`src/rtl/alu_sched.sv`:
```
// alu_sched: shares one external combinational ALU between two requesters.
// Port A (fetch/branch) and port B (execute) compete through a round-robin
// grant. The granted operands are registered onto the ALU inputs and held
// for the operation latency (1 cycle, or MUL_LAT cycles for multiply), then
// the ALU result and zero flag are captured together with the requester id.
//
// Handshake: a request transfers on a rising edge where x_valid_i and
// x_ready_o are both high. Ready is combinational, high only in IDLE and
// offered to at most one port per cycle. A requester whose valid is high
// but not yet granted keeps its valid, operands and ctrl stable.
//
// Optional feature macro: ALU_SCHED_ERR_EN adds rsp_err_o (illegal-code
// flag captured with the response) and err_cnt_o (saturating count of
// illegal responses).
module alu_sched #(
    parameter int WIDTH   = 32,
    parameter int MUL_LAT = 3
) (
    input  logic             clk_i,
    input  logic             rst_i,
    input  logic             a_valid_i,
    output logic             a_ready_o,
    input  logic [WIDTH-1:0] a_data1_i,
    input  logic [WIDTH-1:0] a_data2_i,
    input  logic [2:0]       a_ctrl_i,
    input  logic             b_valid_i,
    output logic             b_ready_o,
    input  logic [WIDTH-1:0] b_data1_i,
    input  logic [WIDTH-1:0] b_data2_i,
    input  logic [2:0]       b_ctrl_i,
    output logic [WIDTH-1:0] alu_data1_o,
    output logic [WIDTH-1:0] alu_data2_o,
    output logic [2:0]       alu_ctrl_o,
    input  logic [WIDTH-1:0] alu_data_i,
    input  logic             alu_zero_i,
    output logic             rsp_valid_o,
    output logic             rsp_id_o,
    output logic [WIDTH-1:0] rsp_data_o,
    output logic             rsp_zero_o
`ifdef ALU_SCHED_ERR_EN
    ,
    output logic             rsp_err_o,
    output logic [7:0]       err_cnt_o
`endif
);

    localparam logic [2:0] CTRL_MUL = 3'b011;
    localparam logic [3:0] MUL_CNT  = 4'(MUL_LAT - 1);

    typedef enum logic [1:0] {
        IDLE = 2'd0,
        BUSY = 2'd1,
        RESP = 2'd2
    } state_t;

    // state is left as a plain named signal so checkers can bind to it
    state_t     state;
    state_t     state_nxt;
    logic       last_grant;
    logic       id_q;
    logic [3:0] cnt;
    logic       grant_id;
    logic       accept;
    logic       capture;
    logic       illegal;
    logic [2:0] sel_ctrl;

    // Round-robin grant selection and ready generation (IDLE only)
    always_comb begin
        grant_id = 1'b0;
        if (a_valid_i && b_valid_i) begin
            grant_id = ~last_grant;
        end else if (b_valid_i) begin
            grant_id = 1'b1;
        end
        a_ready_o = (state == IDLE) && !grant_id;
        b_ready_o = (state == IDLE) && grant_id;
        accept    = (a_ready_o && a_valid_i) || (b_ready_o && b_valid_i);
        sel_ctrl  = grant_id ? b_ctrl_i : a_ctrl_i;
        capture   = (state == BUSY) && (cnt == 4'd0);
        illegal   = (alu_ctrl_o == 3'b100) || (alu_ctrl_o == 3'b101);
    end

    // Next-state logic
    always_comb begin
        state_nxt = state;
        case (state)
            IDLE:    if (accept) state_nxt = BUSY;
            BUSY:    if (cnt == 4'd0) state_nxt = RESP;
            RESP:    state_nxt = IDLE;
            default: state_nxt = IDLE;
        endcase
    end

    // State register
    always_ff @(posedge clk_i) begin
        if (rst_i) begin
            state <= IDLE;
        end else begin
            state <= state_nxt;
        end
    end

    // Operand latch, latency counter and response capture
    always_ff @(posedge clk_i) begin
        if (rst_i) begin
            last_grant  <= 1'b1;
            id_q        <= 1'b0;
            cnt         <= 4'd0;
            alu_data1_o <= '0;
            alu_data2_o <= '0;
            alu_ctrl_o  <= 3'b000;
            rsp_valid_o <= 1'b0;
            rsp_id_o    <= 1'b0;
            rsp_data_o  <= '0;
            rsp_zero_o  <= 1'b0;
        end else begin
            rsp_valid_o <= capture;
            if (accept) begin
                alu_data1_o <= grant_id ? b_data1_i : a_data1_i;
                alu_data2_o <= grant_id ? b_data2_i : a_data2_i;
                alu_ctrl_o  <= sel_ctrl;
                id_q        <= grant_id;
                last_grant  <= grant_id;
                cnt         <= (sel_ctrl == CTRL_MUL) ? MUL_CNT : 4'd0;
            end else if (state == BUSY && cnt != 4'd0) begin
                cnt <= cnt - 4'd1;
            end
            if (capture) begin
                rsp_id_o   <= id_q;
                rsp_data_o <= illegal ? '0 : alu_data_i;
                rsp_zero_o <= illegal ? 1'b1 : alu_zero_i;
            end
        end
    end

`ifdef ALU_SCHED_ERR_EN
    // Illegal-code flag and saturating illegal-response counter
    always_ff @(posedge clk_i) begin
        if (rst_i) begin
            rsp_err_o <= 1'b0;
            err_cnt_o <= 8'd0;
        end else if (capture) begin
            rsp_err_o <= illegal;
            if (illegal && err_cnt_o != 8'hFF) begin
                err_cnt_o <= err_cnt_o + 8'd1;
            end
        end
    end
`endif

endmodule

```
`config.mk`:
```
export PLATFORM = sky130hd
export DESIGN_NAME = alu_sched
export DESIGN_NICKNAME = d
export VERILOG_FILES = /design/src/rtl/alu_sched.sv
export SDC_FILE = /design/constraint.sdc
export NUM_CORES = 1
export LEC_CHECK = 0
export CAP_MARGIN = 20
export CORE_MARGIN = 2
export CORE_UTILIZATION = 41
export CTS_CLUSTER_SIZE = 8
export DETAILED_ROUTE_END_ITERATION = 8
export GPL_TIMING_DRIVEN = 0
export PLACE_DENSITY = 0.93
export SLEW_MARGIN = 20
export SYNTH_ARGS = -nofsm -noshare
export SYNTH_HDL_FRONTEND = slang
export SYNTH_SLANG_ARGS = --single-unit
```
`constraint.sdc`:
```
create_clock -name clk_i -period 3.4 [get_ports clk_i]
set_input_delay 0.68 -clock clk_i [delete_from_list [all_inputs] [get_ports clk_i]]
set_output_delay 0.68 -clock clk_i [all_outputs]
set_load 0.1 [all_outputs]
```
==> reports/qor.yml <==
yosys:
  ys_seq_elements: 110
  yosys.area_share.simple_pct: 14.5
  synthMuxAreaShare_pct: 0.246
  synth_nets: 689
  synth_compound_area_share_pct: 30.1
  synth-edff-count: 0
  avgSynthCellArea_um2: 8.87
  yosys.area.top_type: "dfxtp_1"
  ys_warn_count: 0
  synth_xor_area_share_pct: 0
  synth_fa_ha_area_share_pct: 0.546
  netlist.area_leader.share_pct: 48.1
  synth_top_family_by_area: "compound AO/OA/AOI/OAI gates"
  synthCells: 516
  synth_seq_area_share_pct: 48.1
  ys_top_cells_by_area: "dfxtp_1 48%, a311oi_1 13%, nand2_1 11%, a21oi_1 8.0%, a22o_2 6.6%"
  ys.flop_type: "dfxtp_1"
  ys_types: 42
  netlist_area_um2: 4580
  synth-async-reset-ratio_pct: 0
sta:
  worst_pin_slew_ns: 1.03
  setup_viol: 0
  rsz0062_at_grt: "no"
  final.period_utilization_pct: 96.5
  drv_slew: 0
  hold_viol: 0
  layout_min_cycle_time_ns: 3.28
  slew_headroom_pct: 31.2
  finalClockSkew_ns: 0.00854
  max_freq_mhz: 305
critical_path:
  cp-startpoint: "b_valid_i"
  critical_path_buf_inv_count: 4
  r2r_slack_ns: 1.28
  endpoint_kind: "output pin"
  rr_worst_depth: 6
  cp_top_family: "buffers and inverters"
  cp_max_fo: 10
  criticalPathCategory: "in2out"
  cp_num_cells: 6
  start_kind: "input port"
  rr_endpoint: "alu_data2_o[9]"
  crit_required_ns: 2.72
  crit-reg2reg-launch: "state[1]"
  critPathMostFrequentCell: "buf_2"
  cpPeakStageDelay_ns: 0.61
  path_cells: "clkdlybuf4s50_1 -> a21bo_2 -> buf_2 -> buf_2 -> nor3_2 -> clkdlybuf4s15_2"
  cp.arrival_ns: 2.60
  cpMaxStageDelayCell: "clkdlybuf4s15_2"
  crit_end: "b_ready_o"
floorplanning:
  rows: 38
  start_util_pct: 42.1
  die_area_um2: 12000
  io_pins: 275
  core-area_um2: 10900
  die_h_um: 110
  die_x_um: 110
global_route:
  grt_pass1_wl_mm: 24.5
  grt_max_degree: 17
  track_usage_pct: 26.5
  grt_overflow: 0
  antenna_found_initial: 0
  grt_pass1_vias: 5045
route:
  drt-wirelength-per-cell_um: 17.5
  m1WireLength_mm: 6.23
  dr_wl_met2_mm: 8.18
  drt-initial-drc-count: 376
  drt.antenna.violating_nets: 0
  drc: 0
  routed.top_layer: "met4"
  routed_via_density: 5.49
  routed_wl_mm: 16.5
  first_pass_iters: 5
  vias: 5186
  met3_length_mm: 1.41
clock_tree:
  cts_buffer_depth: 2
  clockRootBuffer: "clkbuf_8"
  numCtsBuffers: 9
  cts_sinks: 110
  clk_latency_ns: 0.39
  cts_max_level: 3
  ctsHoldBuffers: 0
  clkTransAtPathRegs_ns: 0.10
  tritoncts: "yes"
pwr:
  power_frac_clock_pct: 17.9
  power.internal_uw: 2460
  swShare_pct: 46.0
  pwr-share-comb_pct: 48.2
  leakage_uw: 0.00289
  peakVddDrop_mv: 0.444
  power_density_nw_per_um2: 591
  p_sw_uw: 2090
  seq_power_share_pct: 33.9
  power_uw: 4550
placement:
  dp_hpwl_mm: 12.9
  portBuffers: 273
  routabilityCongestion: 0.870
  dpl_cell_area_um2: 7500
run_status:
  status: "finished, final reports clean"
flow_run:
  maxCapViolations: 0
hold_path:
  hp-class: "reg2reg"
finish:
  drive_gt1_share_pct: 9.44
  area_growth_pct: 68.0
  fillerInstances: 827
  diodes: 0
  fin_nets: 973
  finalInstanceArea_um2: 7690
  layout_commonest_cell: "clkdlybuf4s50_1"
  final_cell_mix: "271 x clkdlybuf4s50_1, 136 x nand2_1, 110 x dfxtp_1, 73 x a21oi_1, 67 x a311oi_1"
==> per-stage QoR <==
| stage | utilization (%) | setup slack [ns] | hold WS (ns) | TNS, ns | std cells |
|---|---|---|---|---|---|
| floorplan | - | 0.334 | 0.440 | 0 | 516 |
| global placement | 68.9 | -0.425 | 0.463 | -0.736 | 929 |
| detailed placement | 68.9 | -0.469 | 0.465 | -0.781 | 929 |
| CTS | 70.7 | 0.0445 | 0.482 | 0 | 945 |
| global route | 70.7 | 0.0360 | 0.496 | 0 | 945 |
| finish | 70.7 | 0.118 | 0.481 | 0 | 945 |
==> registers in the layout (all words and copies together), names as in the netlist <==
register / flops
state: 2
rsp_data_o: 32
alu_ctrl_o: 3
last_grant: 1
alu_data1_o: 32
id_q: 1
rsp_valid_o: 1
cnt: 4
rsp_zero_o: 1
rsp_id_o: 1
alu_data2_o: 32
==> worst min-delay path: stages, from the launching register on <==
cell     delay, ns
dfxtp_1       0.33
nand3_1       0.07
a21oi_1       0.05
==> cell usage after synthesis, drive strengths merged (2+ instances only) <==
cell	instances
a311oi	67
nor4	2
a21boi	2
ha	2
a21oi	74
o21ai	4
clkbuf	38
nand3b	2
or4	2
nand2	136
nand3	2
a22o	32
dfxtp	110
inv	3
nor3	5
buf	18
==> cells by family (layout without fill, tap and decap cells) <==
| kind of cell | Yosys count | count (layout) |
|---|---|---|
| AO/OA/AOI/OAI | 186 | 186 |
| adder cells (fa/ha/maj) | 2 | 2 |
| buffers and inverters | 59 | 348 |
| flip-flops | 110 | 110 |
| multiplexers | 1 | 1 |
| AND/OR/NAND/NOR | 158 | 158 |
==> layout make-up <==
| type | count | area (um2) | share of cell area (%) |
|---|---|---|---|
| tap | 140 | 175 | 2.28 |
| multi-input combinational | 347 | 2090 | 27.2 |
| timing repair buffer | 273 | 2730 | 35.5 |
| clock buffer | 12 | 155 | 2.02 |
| inverter | 3 | 11.3 | 0.146 |
| sequential | 110 | 2200 | 28.6 |
| clock inverter | 4 | 45.0 | 0.585 |
| buffer | 56 | 287 | 3.72 |
==> worst min path at each step <==
stage,from,slack [ns],cells after the start,endpoint
after floorplan,id_q,0.44,2,rsp_id_o
after global placement,rsp_data_o[15],0.46,1,rsp_data_o[15]
after detailed placement,rsp_data_o[21],0.47,1,rsp_data_o[21]
after CTS,rsp_id_o,0.48,2,rsp_id_o
after global routing,id_q,0.50,2,rsp_id_o
final,id_q,0.48,2,rsp_id_o
==> power groups by stage <==
stage	sequential [uW]	combinational [uW]	clock [uW]
floorplan	2640	474	0
global placement	1560	2160	0
detailed placement	1570	2190	0
CTS	1540	2200	828
global route	1560	2280	867
finish	1540	2190	815
==> repair_timing <==
action | CTS | global route
buffers inserted | 0 | 0
resized for setup | 4 | 2
endpoints found under the setup margin | 2 | 1
gates cloned | 0 | 0
==> layer usage <==
layer  GRT usage, %  vias up
li1               -     2457
met1           29.1     2417
met2           45.9      264
met3           8.60       48
met4           12.7        0
met5              0        -
(Power assumes the default switching activity.)
